[src/rtl/mdio_master_controller.sv]
// Clause-22 MDIO master: takes one 32-bit frame word, emits preamble + frame on MDC/MDIO,
// and captures the 16 PHY data bits for read frames.
module mdio_master_controller #(
  parameter int CLK_DIV       = 10,
  parameter int PREAMBLE_BITS = 32
) (
  input  logic        clk,
  input  logic        reset,
  input  logic        transmit_we,
  input  logic [31:0] transmit_data_in,
  output logic        transmit_ready,
  input  logic        receive_re,
  output logic [15:0] receive_data,
  output logic        receive_valid,
  output logic        busy,
  output logic        mdc,
  output logic        mdio_out,
  output logic        mdio_oe,
  input  logic        mdio_in
);

  localparam int CNT_MAX = (PREAMBLE_BITS > 16) ? PREAMBLE_BITS : 16;
  localparam int CNT_W   = $clog2(CNT_MAX);
  localparam int DIV_W   = (CLK_DIV > 1) ? $clog2(CLK_DIV) : 1;

  localparam logic [DIV_W-1:0] DIV_LAST  = DIV_W'(CLK_DIV - 1);
  localparam logic [CNT_W-1:0] PRE_LAST  = CNT_W'(PREAMBLE_BITS - 1);
  localparam logic [CNT_W-1:0] HDR_LAST  = CNT_W'(13);
  localparam logic [CNT_W-1:0] TA_LAST   = CNT_W'(1);
  localparam logic [CNT_W-1:0] DATA_LAST = CNT_W'(15);

  typedef enum logic [2:0] {
    S_IDLE,
    S_PRE,
    S_HDR,
    S_TA,
    S_DATA,
    S_END
  } state_t;

  state_t             state;
  logic [DIV_W-1:0]   div;
  logic [CNT_W-1:0]   cnt;
  logic [31:0]        frame;
  logic               is_read;
  logic [15:0]        rx_shift;

  // mdc doubles as the phase flag: a slot ends on the divider wrap while mdc is high,
  // and frame[31] always holds the bit currently on the wire once the header starts.
  always_ff @(posedge clk or negedge reset) begin
    if (!reset) begin
      state          <= S_IDLE;
      div            <= '0;
      cnt            <= '0;
      frame          <= '0;
      is_read        <= 1'b0;
      rx_shift       <= '0;
      mdc            <= 1'b0;
      mdio_out       <= 1'b1;
      mdio_oe        <= 1'b0;
      busy           <= 1'b0;
      transmit_ready <= 1'b1;
      receive_valid  <= 1'b0;
      receive_data   <= '0;
    end else begin
      if (receive_re && receive_valid)
        receive_valid <= 1'b0;

      if (state == S_IDLE) begin
        div <= '0;
        mdc <= 1'b0;
        if (transmit_we) begin
          frame          <= transmit_data_in;
          is_read        <= (transmit_data_in[29:28] == 2'b10);
          state          <= S_PRE;
          cnt            <= '0;
          busy           <= 1'b1;
          transmit_ready <= 1'b0;
          mdio_oe        <= 1'b1;
          mdio_out       <= 1'b1;
        end
      end else if (div != DIV_LAST) begin
        div <= div + DIV_W'(1);
      end else begin
        div <= '0;
        mdc <= ~mdc;
        if (!mdc) begin
          if (state == S_DATA && is_read)
            rx_shift <= {rx_shift[14:0], mdio_in};
        end else begin
          cnt <= cnt + CNT_W'(1);
          case (state)
            S_PRE: begin
              if (cnt == PRE_LAST) begin
                state    <= S_HDR;
                cnt      <= '0;
                mdio_out <= frame[31];
              end
            end
            S_HDR: begin
              frame    <= frame << 1;
              mdio_out <= frame[30];
              if (cnt == HDR_LAST) begin
                state   <= S_TA;
                cnt     <= '0;
                mdio_oe <= ~is_read;
                if (is_read)
                  mdio_out <= 1'b1;
              end
            end
            S_TA: begin
              frame    <= frame << 1;
              mdio_out <= is_read ? 1'b1 : frame[30];
              if (cnt == TA_LAST) begin
                state <= S_DATA;
                cnt   <= '0;
              end
            end
            S_DATA: begin
              frame    <= frame << 1;
              mdio_out <= is_read ? 1'b1 : frame[30];
              if (cnt == DATA_LAST) begin
                state    <= S_END;
                cnt      <= '0;
                mdio_out <= 1'b1;
                mdio_oe  <= 1'b0;
              end
            end
            S_END: begin
              state          <= S_IDLE;
              cnt            <= '0;
              busy           <= 1'b0;
              transmit_ready <= 1'b1;
              if (is_read) begin
                receive_data  <= rx_shift;
                receive_valid <= 1'b1;
              end
            end
            default: begin
              state <= S_IDLE;
              cnt   <= '0;
            end
          endcase
        end
      end
    end
  end

endmodule

[config.mk]
export PLATFORM = sky130hd
export DESIGN_NAME = mdio_master_controller
export DESIGN_NICKNAME = d
export VERILOG_FILES = /design/src/rtl/mdio_master_controller.sv
export SDC_FILE = /design/constraint.sdc
export NUM_CORES = 1
export LEC_CHECK = 0
export BUFFER_PORTS_ARGS = -buffer_cell sky130_fd_sc_hd__clkbuf_2
export CORE_MARGIN = 3
export CORE_UTILIZATION = 30
export CTS_CLUSTER_DIAMETER = 60
export DETAILED_ROUTE_END_ITERATION = 10
export GPL_TIMING_DRIVEN = 1
export MAX_ROUTING_LAYER = met4
export PLACE_DENSITY = 0.51
export RECOVER_POWER = 50
export SYNTH_ARGS = -nofsm -noshare
export SYNTH_HDL_FRONTEND = slang
export SYNTH_SLANG_ARGS = --single-unit
[constraint.sdc]
create_clock -name clk -period 2.5 [get_ports clk]
set_clock_uncertainty 0.05 [all_clocks]
set_input_delay 0.25 -clock clk [delete_from_list [all_inputs] [get_ports clk]]
set_output_delay 0.25 -clock clk [all_outputs]
set_load 0.01 [all_outputs]
==> impl_summary.log, run 1 <==
[metrics] run status: complete, no violations
[metrics] post-CTS clock slew at the launch and capture registers of the worst setup and hold paths: roughly 0.06 ns
[metrics] worst hold margin: around 0.090 ns
[metrics] most instantiated library cell after synthesis: sky130_fd_sc_hd__dfrtp_1
[metrics] critical path data required time: between 2 and 3 ns
[metrics] number of synthesized flops with an enable pin: 0
[metrics] IO Pins: 59
[metrics] Die Y: 120 um
[metrics] max_slew headroom: between 20% and 30%
[metrics] crit-path max FO: 6
[metrics] length of the first detailed-routing pass in iterations: 5
[metrics] synthesized cell area: 3930 um^2
[metrics] count of final setup violators: 0
[metrics] total grt overflow: 0
[metrics] utilization after layout: a little under two fifths
[metrics] cell depth of the worst flop-to-flop path: 6
[metrics] R2R setup slack: around 0.34 ns
[metrics] pre-CTS setup slack: 0.362 ns
[metrics] number of buffers created by CTS: 9
[metrics] maximum clock rate: between 400 and 500 MHz
[metrics] Post-CTS Resized: 0
[metrics] total half-perimeter wirelength after legalization and detailed placement: ~5600 um
[metrics] number of antenna diodes: 0
[metrics] number of antenna violations at the first check in global routing: 0
[metrics] number of input and output port buffers inserted: 58
[metrics] depth of the worst hold-timing path: 3
[metrics] pin count of the biggest net entering global routing: 49
[metrics] fraction of layout instances using a drive strength above 1: roughly a quarter
[metrics] Tcrit/Tclk final: 86.2%
[metrics] most used flip-flop cell after synthesis: sky130_fd_sc_hd__dfrtp_1
[metrics] CP endpoint kind: flop
[metrics] 1st-iter DRT viols: 116
[metrics] placed cell count: around 560
[metrics] total buffers and inverters traversed by the critical path: 0
[metrics] cell chosen for the clock root: sky130_fd_sc_hd__clkbuf_16
[metrics] total nets after synthesis: ~390
[metrics] number of max-cap violations: 0
[metrics] maximum ir drop on the vdd rail: 0.493 mV
[metrics] flip-flop and latch count after synthesis: slightly above 80
[metrics] number of global-route vias before repair: roughly 2,700
[metrics] final hold vios: 0
[metrics] area share of the largest cell type after synthesis: about 52%
[metrics] type of the worst setup path: reg2reg
[metrics] Worst Path Arrival: around 2.3 ns
[metrics] total power of the final layout: 4.16 mW
[metrics] Skew-Pair Late Insertion Delay: approximately 0.33 ns
[metrics] post-synthesis instance total: 346
[metrics] cell leakage power: approximately 2.3 nW
[metrics] Antenna Nets Post-Route: 0
[metrics] via-per-instance ratio: 4.67
[metrics] most frequent cell on the critical path: sky130_fd_sc_hd__or3_1
[metrics] share of async-settable or async-resettable flops after synthesis: 100%
[metrics] clock period minus worst slack: around 2.2 ns
[metrics] slowest library cell on the worst path: sky130_fd_sc_hd__dfrtp_1
[metrics] Cell variety after synth: 46
[metrics] largest area contributor in the netlist: sky130_fd_sc_hd__dfrtp_1
[metrics] CTS tree: done
[metrics] Row Count: approximately 40
[metrics] mean instance size in the synthesized netlist: between 10 and 15 um^2
[metrics] leading cell types by total area after synthesis: sky130_fd_sc_hd__dfrtp_1, sky130_fd_sc_hd__mux2i_1, sky130_fd_sc_hd__mux2_2
[metrics] setup_tns: 0 ns
[metrics] total number of cells along the worst setup path: 6
[metrics] number of sinks handled by clock tree synthesis: 83
[metrics] aggregate routed wire length: around 8000 um
[metrics] DP Area: roughly 4400 um^2
[metrics] Crit path max-delay family: simple AND/OR/NAND/NOR gates
[metrics] last weighted congestion value of the routability-driven placer: around 0.9
[metrics] initial core utilization: between 30 and 40%
[metrics] minimum setup slack in the final design: about 0.34 ns
[metrics] Floorplan Core Area: 12,700 um^2
[metrics] Crit path largest cell delay: 0.43 ns
[metrics] final cell area excluding filler cells: around 4700 um^2
[metrics] total of warnings raised by yosys: 0
[metrics] Final Max Tran Viols: 0
[metrics] startpoint class of the critical path: flop
[metrics] RSZ-0062 raised after global routing: no
[metrics] pwr dens: 889 nW/um^2
[metrics] die width: approximately 120 um
[metrics] number of vias after detailed routing: between 2,000 and 3,000
[metrics] Die ar.: around 15,000 um^2
[metrics] Bufs on Longest Clock Path: 2
[metrics] min-delay worst type: in2reg
[metrics] overall routing resource usage: between 10% and 20%
[metrics] portion of the post-synthesis area used by sequential elements: between 50% and 60%
[metrics] post-synthesis to final-layout area growth: 19.0%
[metrics] ordered list of cells on the worst path: ha_1, and4b_1, or3_1, o211ai_1, or3_1, mux2_1
[metrics] top cells by count, synth: sky130_fd_sc_hd__dfrtp_1, sky130_fd_sc_hd__nand2_1, sky130_fd_sc_hd__o21ai_0, sky130_fd_sc_hd__mux2i_1, sky130_fd_sc_hd__mux2_2
[metrics] non-filler cells in the finished layout: 581
[metrics] slew at the pin closest to its max-slew limit: ~1.1 ns
[metrics] first-pass GRT wire length: ~13,000 um
[metrics] H-tree levels: 3
[metrics] number of design rule violations left after detail routing: 0
[metrics] post-detailed-route wirelength per cell: ~14 um
[metrics] Post-layout nets: ~450
## metal layers
| layer | wire length, um | up-vias | track usage (%) |
|---|---|---|---|
| met5 | 0 | - | - |
| met4 | 64 | 0 | 4.25 |
| met3 | 385 | 4 | 3.60 |
| met2 | 3920 | 70 | 18.4 |
| met1 | 3770 | 1307 | 15.3 |
| li1 | - | 1335 | - |
## final cells by class
type | count | area [um^2]
inverter | 4 | 15.0
multi-input combinational | 237 | 1720
clock inverter | 3 | 21.3
sequential | 83 | 2080
fill | 1313 | 8050
timing repair buffer | 69 | 364
tap | 172 | 215
clock buffer | 13 | 260
## tightest hold or removal path, delay by kind of cell
kind | cells | cell delay [ns]
buffers and inverters | 1 | 0.08
AND/OR/NAND/NOR | 1 | 0.04
AO/OA/AOI/OAI | 1 | 0.06
## final timing paths
path                                     startpoint             end
worst min-delay path            transmit_data_in[0]        frame[0]
min in group asynchronous                     reset   receive_valid
worst max-delay path                         cnt[0]         mdio_oe
max in group asynchronous                     reset        mdio_out
worst min register to register       transmit_ready  transmit_ready
worst max register to register               cnt[0]         mdio_oe
## report_power, final
group | total (mW) | switching [mW] | internal, mW
sequential | 1.86 | 0.214 | 1.64
clock | 1.26 | 0.529 | 0.730
combinational | 1.04 | 0.565 | 0.476
total | 4.16 | 1.31 | 2.85
## flip-flops by register name, indices dropped and copies added (netlist names)
register        count
busy                1
cnt                 5
div                 4
frame              32
is_read             1
mdc                 1
mdio_oe             1
mdio_out            1
receive_data       16
receive_valid       1
rx_shift           16
state               3
transmit_ready      1
## placed cells by master, fill, tap and decap left out, types with 2 or more instances in the layout
master                      count
sky130_fd_sc_hd__a21o_1         2
sky130_fd_sc_hd__a21oi_1        5
sky130_fd_sc_hd__a31oi_1        2
sky130_fd_sc_hd__and4b_1        3
sky130_fd_sc_hd__buf_4          8
sky130_fd_sc_hd__clkbuf_1      21
sky130_fd_sc_hd__clkbuf_16      9
sky130_fd_sc_hd__clkbuf_2      39
sky130_fd_sc_hd__clkbuf_8       2
sky130_fd_sc_hd__dfrtp_1       81
sky130_fd_sc_hd__dfstp_2        2
sky130_fd_sc_hd__ha_1           5
sky130_fd_sc_hd__inv_1          4
sky130_fd_sc_hd__mux2_1         3
sky130_fd_sc_hd__mux2_2        23
sky130_fd_sc_hd__mux2_4        10
sky130_fd_sc_hd__mux2i_1       33
sky130_fd_sc_hd__nand2_1       52
sky130_fd_sc_hd__nand2b_1       6
sky130_fd_sc_hd__nand3_1        6
sky130_fd_sc_hd__nand3b_1       2
sky130_fd_sc_hd__nor2_1         7
sky130_fd_sc_hd__nor2b_1        3
sky130_fd_sc_hd__nor3_1         4
sky130_fd_sc_hd__o211ai_1       3
sky130_fd_sc_hd__o21ai_0       43
sky130_fd_sc_hd__o31ai_1        3
sky130_fd_sc_hd__or3_1          3
sky130_fd_sc_hd__xnor2_1        2
## cells by family (layout without fill, tap and decap cells)
group	count (synthesis)	in the layout	synth area share [%]
adders and majority gates	5	5	1.59
buffers and inverters	26	89	3.57
muxes	69	69	19.7
and+or+nand+nor	95	95	12.2
AOI/OAI and AO/OA	66	66	9.56
xor gates and xnor gates	2	2	0.446
DFF	83	83	52.9
## timing repair
action | 4_1_cts | 5_1_grt
hold buffers | 1 | 0
endpoints found under the hold margin | 44 | 0
setup buffers | 0 | 0
setup endpoints to repair | 0 | 0
Power figures use the tool's default switching activity.
==> run 2: changes to the inputs <==
- BUFFER_PORTS_ARGS: -buffer_cell sky130_fd_sc_hd__clkbuf_2 -> -buffer_cell sky130_fd_sc_hd__buf_2
- MAX_ROUTING_LAYER: met4 -> not set
==> run 2 against run 1 <==
Net effect:
- clock power grew 6%
- total power grew 1.8%
- critical endpoint is now rx_shift[15]
- maximum frequency grew 3.4%
- sequential cell count is the same
- largest cell class unchanged
- global-route usage shrank 0.50 points
- first-iteration DRC count is the same
==> impl_summary.log, run 2 (synthesis gave the netlist of run 1 again) <==
[metrics] number of vias after detailed routing: 2,685 (-1.1%)
[metrics] count of final setup violators: 0 (unchanged)
[metrics] slowest library cell on the worst path: sky130_fd_sc_hd__dfrtp_1
[metrics] R2R setup slack: 0.41 ns (+0.07 ns)
[metrics] Final Max Tran Viols: 0 (unchanged)
[metrics] startpoint class of the critical path: flop
[metrics] pwr dens: 899 nW/um^2 (+1.1%)
[metrics] number of antenna diodes: 0 (unchanged)
[metrics] die width: 120 um (unchanged)
[metrics] Die ar.: 14,500 um^2 (unchanged)
[metrics] DP Area: 4430 um^2 (+0.23%)
[metrics] number of buffers created by CTS: 9 (unchanged)
[metrics] type of the worst setup path: reg2reg
[metrics] Bufs on Longest Clock Path: 2 (unchanged)
[metrics] depth of the worst hold-timing path: 2 (-1)
[metrics] 1st-iter DRT viols: 116 (unchanged)
[metrics] aggregate routed wire length: 7820 um (-3.9%)
[metrics] min-delay worst type: in2reg
[metrics] number of sinks handled by clock tree synthesis: 83 (unchanged)
[metrics] Tcrit/Tclk final: 83.4% (-2.8 points)
[metrics] Post-layout nets: 449 (+0.67%)
[metrics] Row Count: 41 (unchanged)
[metrics] last weighted congestion value of the routability-driven placer: 0.809 (-8.8%)
[metrics] CP endpoint kind: flop
[metrics] fraction of layout instances using a drive strength above 1: 26.5% (+1.0 points)
[metrics] Post-CTS Resized: 0 (unchanged)
[metrics] number of input and output port buffers inserted: 58 (unchanged)
[metrics] Die Y: 120 um (unchanged)
[metrics] overall routing resource usage: 11.6% (-0.50 points)
[metrics] Skew-Pair Late Insertion Delay: 0.33 ns (about the same)
[metrics] slew at the pin closest to its max-slew limit: 0.909 ns (-0.240 ns)
[metrics] cell leakage power: 2.29 nW (+0.64%)
[metrics] max_slew headroom: 39.4% (+16 points)
[metrics] leading cell type in the layout, fill and taps excluded: sky130_fd_sc_hd__dfrtp_1
[metrics] Crit path largest cell delay: 0.39 ns (-0.04 ns)
[metrics] Worst Path Arrival: 2.25 ns (-0.07 ns)
[metrics] run status: complete, no violations
[metrics] most frequent cell on the critical path: sky130_fd_sc_hd__nand2_1
[metrics] clock period minus worst slack: 2.09 ns (-0.0707 ns)
[metrics] biggest registers after layout: frame (32), receive_data (16), rx_shift (16)
[metrics] post-CTS setup buffer count: 0 (unchanged)
[metrics] number of antenna violations at the first check in global routing: 1 (+1)
[metrics] most frequent cells in the layout: sky130_fd_sc_hd__dfrtp_1, sky130_fd_sc_hd__nand2_1, sky130_fd_sc_hd__o21ai_0
[metrics] crit-path max FO: 16 (+10)
[metrics] number of global-route vias before repair: 2,739 (+3.4%)
[metrics] setup_tns: 0 ns (unchanged)
[metrics] CTS tree: done
[metrics] Antenna Nets Post-Route: 0 (unchanged)
[metrics] first-pass GRT wire length: 13,400 um (unchanged)
[metrics] total grt overflow: 0 (unchanged)
[metrics] number of flip-flops under the largest register name: 32 (unchanged)
[metrics] initial core utilization: 30.9% (unchanged)
[metrics] final hold vios: 0 (unchanged)
[metrics] cell chosen for the clock root: sky130_fd_sc_hd__clkbuf_16
[metrics] post-CTS clock slew at the launch and capture registers of the worst setup and hold paths: 0.06 ns (about the same)
[metrics] ordered list of cells on the worst path: inv_1, ha_1, nand2_1, nor2_2, nand2_1, or3_1, buf_4, mux2_4
[metrics] critical path data required time: 2.67 ns (about the same)
[metrics] IO Pins: 59 (unchanged)
[metrics] number of max-cap violations: 0 (unchanged)
[metrics] maximum ir drop on the vdd rail: 0.418 mV (-15%)
[metrics] register with the most flip-flops: frame
[metrics] number of design rule violations left after detail routing: 0 (unchanged)
[metrics] pin count of the biggest net entering global routing: 48 (-2.0%)
[metrics] post-synthesis to final-layout area growth: 19.8%
[metrics] H-tree levels: 3 (unchanged)
[metrics] maximum clock rate: 480 MHz (+3.4%)
[metrics] post-detailed-route wirelength per cell: 13.4 um (-4.4%)
[metrics] final cell area excluding filler cells: 4710 um^2 (+0.70%)
[metrics] total half-perimeter wirelength after legalization and detailed placement: 5480 um (-3.0%)
[metrics] cell depth of the worst flop-to-flop path: 8 (+2)
[metrics] via-per-instance ratio: 4.60 (-1.6%)
[metrics] Floorplan Core Area: 12,700 um^2 (unchanged)
[metrics] length of the first detailed-routing pass in iterations: 4 (-1)
[metrics] RSZ-0062 raised after global routing: no
-- run 2: cell count changes in the layout (fill, tap and decap cells not counted), sizes merged --
cell,delta
buf,+41
bufinv,+1
clkbuf,-41
clkinv,+3
inv,-1
-- run 2: where the power goes --
group	internal, mW	switching, mW
sequential	1.64	0.199
clock	0.800	0.534
combinational	0.490	0.567
-- run 2: what timing repair did --
item                                   CTS  global route
hold buffers                             1             0
endpoints found under the hold margin   35             0
setup endpoints to repair                0             0
-- run 2: layout make-up --
cell class,instances,area (um^2)
clock buffer,10,239
tap,172,215
timing repair buffer,72,374
sequential,83,2080
multi-input combinational,237,1720
fill,1303,8020
clock inverter,6,65.1
inverter,4,15.0
-- run 2: path summary, 6_finish.rpt --
check,end,from
setup / recovery,rx_shift[15],div[1]
hold / removal,rx_shift[0],mdio_in
setup reg to reg,rx_shift[15],div[1]
hold reg to reg,transmit_ready,transmit_ready
max in group asynchronous,state[1],reset
min in group asynchronous,receive_data[0],reset
-- run 2: per-stage QoR --
| step | utilization [%] | instances | power (mW) | hold WS, ns | setup WS (ns) |
|---|---|---|---|---|---|
| after floorplan | - | 346 | 2.64 | -0.0956 | 0.406 |
| after global placement | 34.8 | 567 | 2.93 | 0.207 | 0.475 |
| after detailed placement | 34.8 | 567 | 2.95 | 0.204 | 0.420 |
| after CTS | 37.3 | 584 | 4.31 | 0.0941 | 0.399 |
| after global routing | 37.0 | 584 | 4.55 | 0.0958 | 0.256 |
| final | 37.0 | 584 | 4.23 | 0.104 | 0.415 |
-- run 2: critical path: cells and delay by family (launching register included) --
kind / cells / cell delay (ns)
and+or+nand+nor: 4 / 0.73
DFF: 1 / 0.39
muxes: 1 / 0.31
buffers and inverters: 2 / 0.28
adders and majority gates: 1 / 0.19
-- run 2: layer usage --
layer  global-route usage (%)  vias up  share of wire, %
li1                         -     1346                 -
met1                     15.2     1276                48
met2                     17.7       47                45
met3                     3.41       14               4.7
met4                     4.89        2               2.0
met5                        0        -              0.17
==> run 3: changes to the inputs <==
- ABC_AREA: not set -> 1
- PLACE_DENSITY: 0.51 -> 0.53
- clock period: 2.5 -> 1.8 ns (I/O delays scaled with it)
==> run 3 against run 2 <==
Net effect:
- sequential power grew 41%
- sequential cell count is the same
- maximum frequency grew 23%
- design area grew 8.4%
- non-clock buffer count grew 12
- critical path depth grew 3
- first-iteration DRC count grew 52%
- critical path type unchanged
- largest power group is now combinational logic
==> impl_summary.log, run 3 <==
[metrics] die width: 124 um (+2.8%)
[metrics] number of sinks handled by clock tree synthesis: 83 (unchanged)
[metrics] Crit path largest cell delay: 0.40 ns (about the same)
[metrics] final cell area excluding filler cells: 5100 um^2 (+8.4%)
[metrics] Post-layout nets: 623 (+39%)
[metrics] IO Pins: 59 (unchanged)
[metrics] type of the worst setup path: reg2reg
[metrics] total grt overflow: 0 (unchanged)
[metrics] number of antenna violations at the first check in global routing: 0 (-1)
[metrics] number of flip-flops under the largest register name: 32 (unchanged)
[metrics] min-delay worst type: in2reg
[metrics] last weighted congestion value of the routability-driven placer: 0.884 (+9.3%)
[metrics] overall routing resource usage: 12.1% (+0.55 points)
[metrics] launching element of the worst setup path: div[1]
[metrics] maximum ir drop on the vdd rail: 0.547 mV (+31%)
[metrics] most instantiated library cell after synthesis: sky130_fd_sc_hd__nand2_1
[metrics] worst hold margin: 0.0370 ns (-0.0671 ns)
[metrics] total nets after synthesis: 549 (+41%)
[metrics] max_slew headroom: 59.0% (+20 points)
[metrics] Die ar.: 15,300 um^2 (+5.7%)
[metrics] clock period minus worst slack: 1.69 ns (-0.395 ns)
[metrics] number of synthesized flops with an enable pin: 0 (unchanged)
[metrics] cell depth of the worst flop-to-flop path: 11 (+3)
[metrics] share of async-settable or async-resettable flops after synthesis: 100% (unchanged)
[metrics] slew at the pin closest to its max-slew limit: 0.615 ns (-0.293 ns)
[metrics] most frequent cells in the layout: sky130_fd_sc_hd__nand2_1, sky130_fd_sc_hd__dfrtp_1, sky130_fd_sc_hd__inv_1
[metrics] post-synthesis instance total: 507 (+47%)
[metrics] non-filler cells in the finished layout: 761 (+30%)
[metrics] final hold vios: 0 (unchanged)
[metrics] cell leakage power: 2.45 nW (+6.8%)
[metrics] leading cell types by total area after synthesis: sky130_fd_sc_hd__dfrtp_1, sky130_fd_sc_hd__nand2_1, sky130_fd_sc_hd__inv_1
[metrics] most frequent cell on the critical path: sky130_fd_sc_hd__nand2_1
[metrics] post-CTS clock slew at the launch and capture registers of the worst setup and hold paths: 0.06 ns (about the same)
[metrics] startpoint class of the critical path: flop
[metrics] run status: complete, no violations
[metrics] Skew-Pair Late Insertion Delay: 0.34 ns (about the same)
[metrics] length of the first detailed-routing pass in iterations: 4 (unchanged)
[metrics] Bufs on Longest Clock Path: 2 (unchanged)
[metrics] initial core utilization: 31.1% (+0.20 points)
[metrics] 1st-iter DRT viols: 176 (+52%)
[metrics] met1 wire length: 4330 um (+16%)
[metrics] register with the most flip-flops: frame
[metrics] routed wl met2: 4060 um (+14%)
[metrics] ordered list of cells on the worst path: inv_1, ha_1, nand2_2, nor2_4, nand2_1, inv_2, nand4_1, buf_4, clkbuf_16, nand2_1, o21ai_1
[metrics] total half-perimeter wirelength after legalization and detailed placement: 6030 um (+10%)
[metrics] H-tree levels: 3 (unchanged)
[metrics] area share of the largest cell type after synthesis: 48.7% (-2.9 points)
[metrics] Top Metal Used: met4
[metrics] flip-flop and latch count after synthesis: 83 (unchanged)
[metrics] leading cell type in the layout, fill and taps excluded: sky130_fd_sc_hd__nand2_1
[metrics] Antenna Nets Post-Route: 0 (unchanged)
[metrics] mean instance size in the synthesized netlist: 8.21 um^2 (-28%)
[metrics] top cells by count, synth: sky130_fd_sc_hd__nand2_1, sky130_fd_sc_hd__dfrtp_1, sky130_fd_sc_hd__inv_1, sky130_fd_sc_hd__o21ai_1, sky130_fd_sc_hd__o21ai_0
[metrics] end of the critical path: receive_data[6]
[metrics] minimum setup slack in the final design: 0.110 ns (-0.305 ns)
[metrics] number of buffers created by CTS: 9 (unchanged)
[metrics] number of design rule violations left after detail routing: 0 (unchanged)
[metrics] number of max-cap violations: 0 (unchanged)
[metrics] utilization after layout: 38.1% (+1.1 points)
[metrics] R2R setup slack: 0.11 ns (-0.30 ns)
[metrics] slowest library cell on the worst path: sky130_fd_sc_hd__dfrtp_1
[metrics] Tcrit/Tclk final: 93.9% (+10 points)
[metrics] count of final setup violators: 0 (unchanged)
[metrics] DP Area: 4680 um^2 (+5.6%)
[metrics] CTS tree: done
[metrics] maximum clock rate: 592 MHz (+23%)
[metrics] synthesized cell area: 4160 um^2 (+6.0%)
[metrics] placed cell count: 734 (+29%)
[metrics] pwr dens: 1420 nW/um^2 (+57%)
[metrics] post-detailed-route wirelength per cell: 11.7 um (-13%)
[metrics] Worst Path Arrival: 1.87 ns (-0.38 ns)
[metrics] number of antenna diodes: 0 (unchanged)
[metrics] number of input and output port buffers inserted: 58 (unchanged)
[metrics] portion of the post-synthesis area used by sequential elements: 49.9% (-3.0 points)
[metrics] Cell variety after synth: 33 (-28%)
[metrics] number of vias after detailed routing: 3,324 (+24%)
[metrics] number of global-route vias before repair: 3,076 (+12%)
[metrics] fraction of layout instances using a drive strength above 1: 22.7% (-3.7 points)
[metrics] detailed-routed wire length on met3: 359 um (-1.6%)
[metrics] reg-to-reg startpoint: div[1]
[metrics] via-per-instance ratio: 4.37 (-5.0%)
[metrics] largest area contributor in the netlist: sky130_fd_sc_hd__dfrtp_1
[metrics] Final Max Tran Viols: 0 (unchanged)
[metrics] total of warnings raised by yosys: 0 (unchanged)
[metrics] CP endpoint kind: flop
[metrics] Die Y: 124 um (+2.8%)
[metrics] r2r endpoint: receive_data[6]
[metrics] cell chosen for the clock root: sky130_fd_sc_hd__clkbuf_16
[metrics] post-synthesis to final-layout area growth: 22.5%
[metrics] first-pass GRT wire length: 14,600 um (+8.6%)
[metrics] critical path data required time: 1.98 ns (-0.69 ns)
[metrics] Floorplan Core Area: 13,400 um^2 (+5.3%)
[metrics] Row Count: 42 (+2.4%)
[metrics] crit-path max FO: 16 (unchanged)
[metrics] pin count of the biggest net entering global routing: 41 (-15%)
[metrics] most used flip-flop cell after synthesis: sky130_fd_sc_hd__dfrtp_1
[metrics] pre-CTS setup slack: 0.0220 ns (-0.398 ns)
[metrics] biggest registers after layout: frame (32), receive_data (16), rx_shift (16)
[metrics] aggregate routed wire length: 8900 um (+14%)
run 3: worst min path at each step:
stage,startpoint,end,slack [ns],cells past startpoint
after floorplan,reset,busy,-0.17,0
after global placement,reset,mdio_oe,0.06,1
after detailed placement,reset,mdio_oe,0.06,1
after CTS,mdio_in,rx_shift[0],0.02,3
after global routing,transmit_data_in[0],frame[0],0.05,3
final,mdio_in,rx_shift[0],0.04,3
run 3: per-stage QoR:
stage | setup TNS, ns | power, mW
6_report | 0 | 7.22
2_1_floorplan | 0 | 4.69
3_3_place_gp | 0 | 5.21
5_1_grt | -0.0360 | 7.81
4_1_cts | 0 | 7.15
3_5_place_dp | 0 | 5.25
run 3: routing by layer:
layer / track usage, % / vias up
met4: 4.57 / 0
met1: 16.4 / 1520
met3: 3.68 / 10
met2: 18.2 / 58
met5: 0 / -
li1: - / 1736
run 3: cells by family (layout without fill, tap and decap cells):
family	after synthesis	in the layout	synth area share, %
fa+ha+maj	5	5	1.50
xor+xnor	2	2	0.421
flops	83	83	49.9
compound gates	95	95	12.6
buf+inv	90	168	11.0
simple gates	232	232	24.6
run 3: area by class of cell:
class / count / area (um^2)
Fill cell: 1413 / 8300
Sequential cell: 83 / 2080
Multi-Input combinational cell: 334 / 1650
Timing Repair Buffer: 84 / 583
Inverter: 69 / 274
Clock buffer: 10 / 229
Tap cell: 176 / 220
Clock inverter: 5 / 62.6
run 3: power by group:
| part | internal (mW) | switching (mW) | total [mW] |
|---|---|---|---|
| logic | 1.10 | 1.67 | 2.78 |
| registers | 2.33 | 0.275 | 2.60 |
| clock network | 1.08 | 0.765 | 1.84 |
run 3: timing repair:
item | CTS | global route
gates resized for setup | 0 | 14
hold buffers | 3 | 0
buffers inserted | 0 | 8
hold endpoints to repair | 24 | 0
endpoints found under the setup margin | 0 | 59
run 3: worst max-delay path, delay by kind of cell, from the launching register on:
kind                       cells  cell delay (ns)
buffers and inverters          4             0.50
and+or+nand+nor                5             0.43
DFF                            1             0.40
adders and majority gates      1             0.15
AOI/OAI and AO/OA              1             0.05
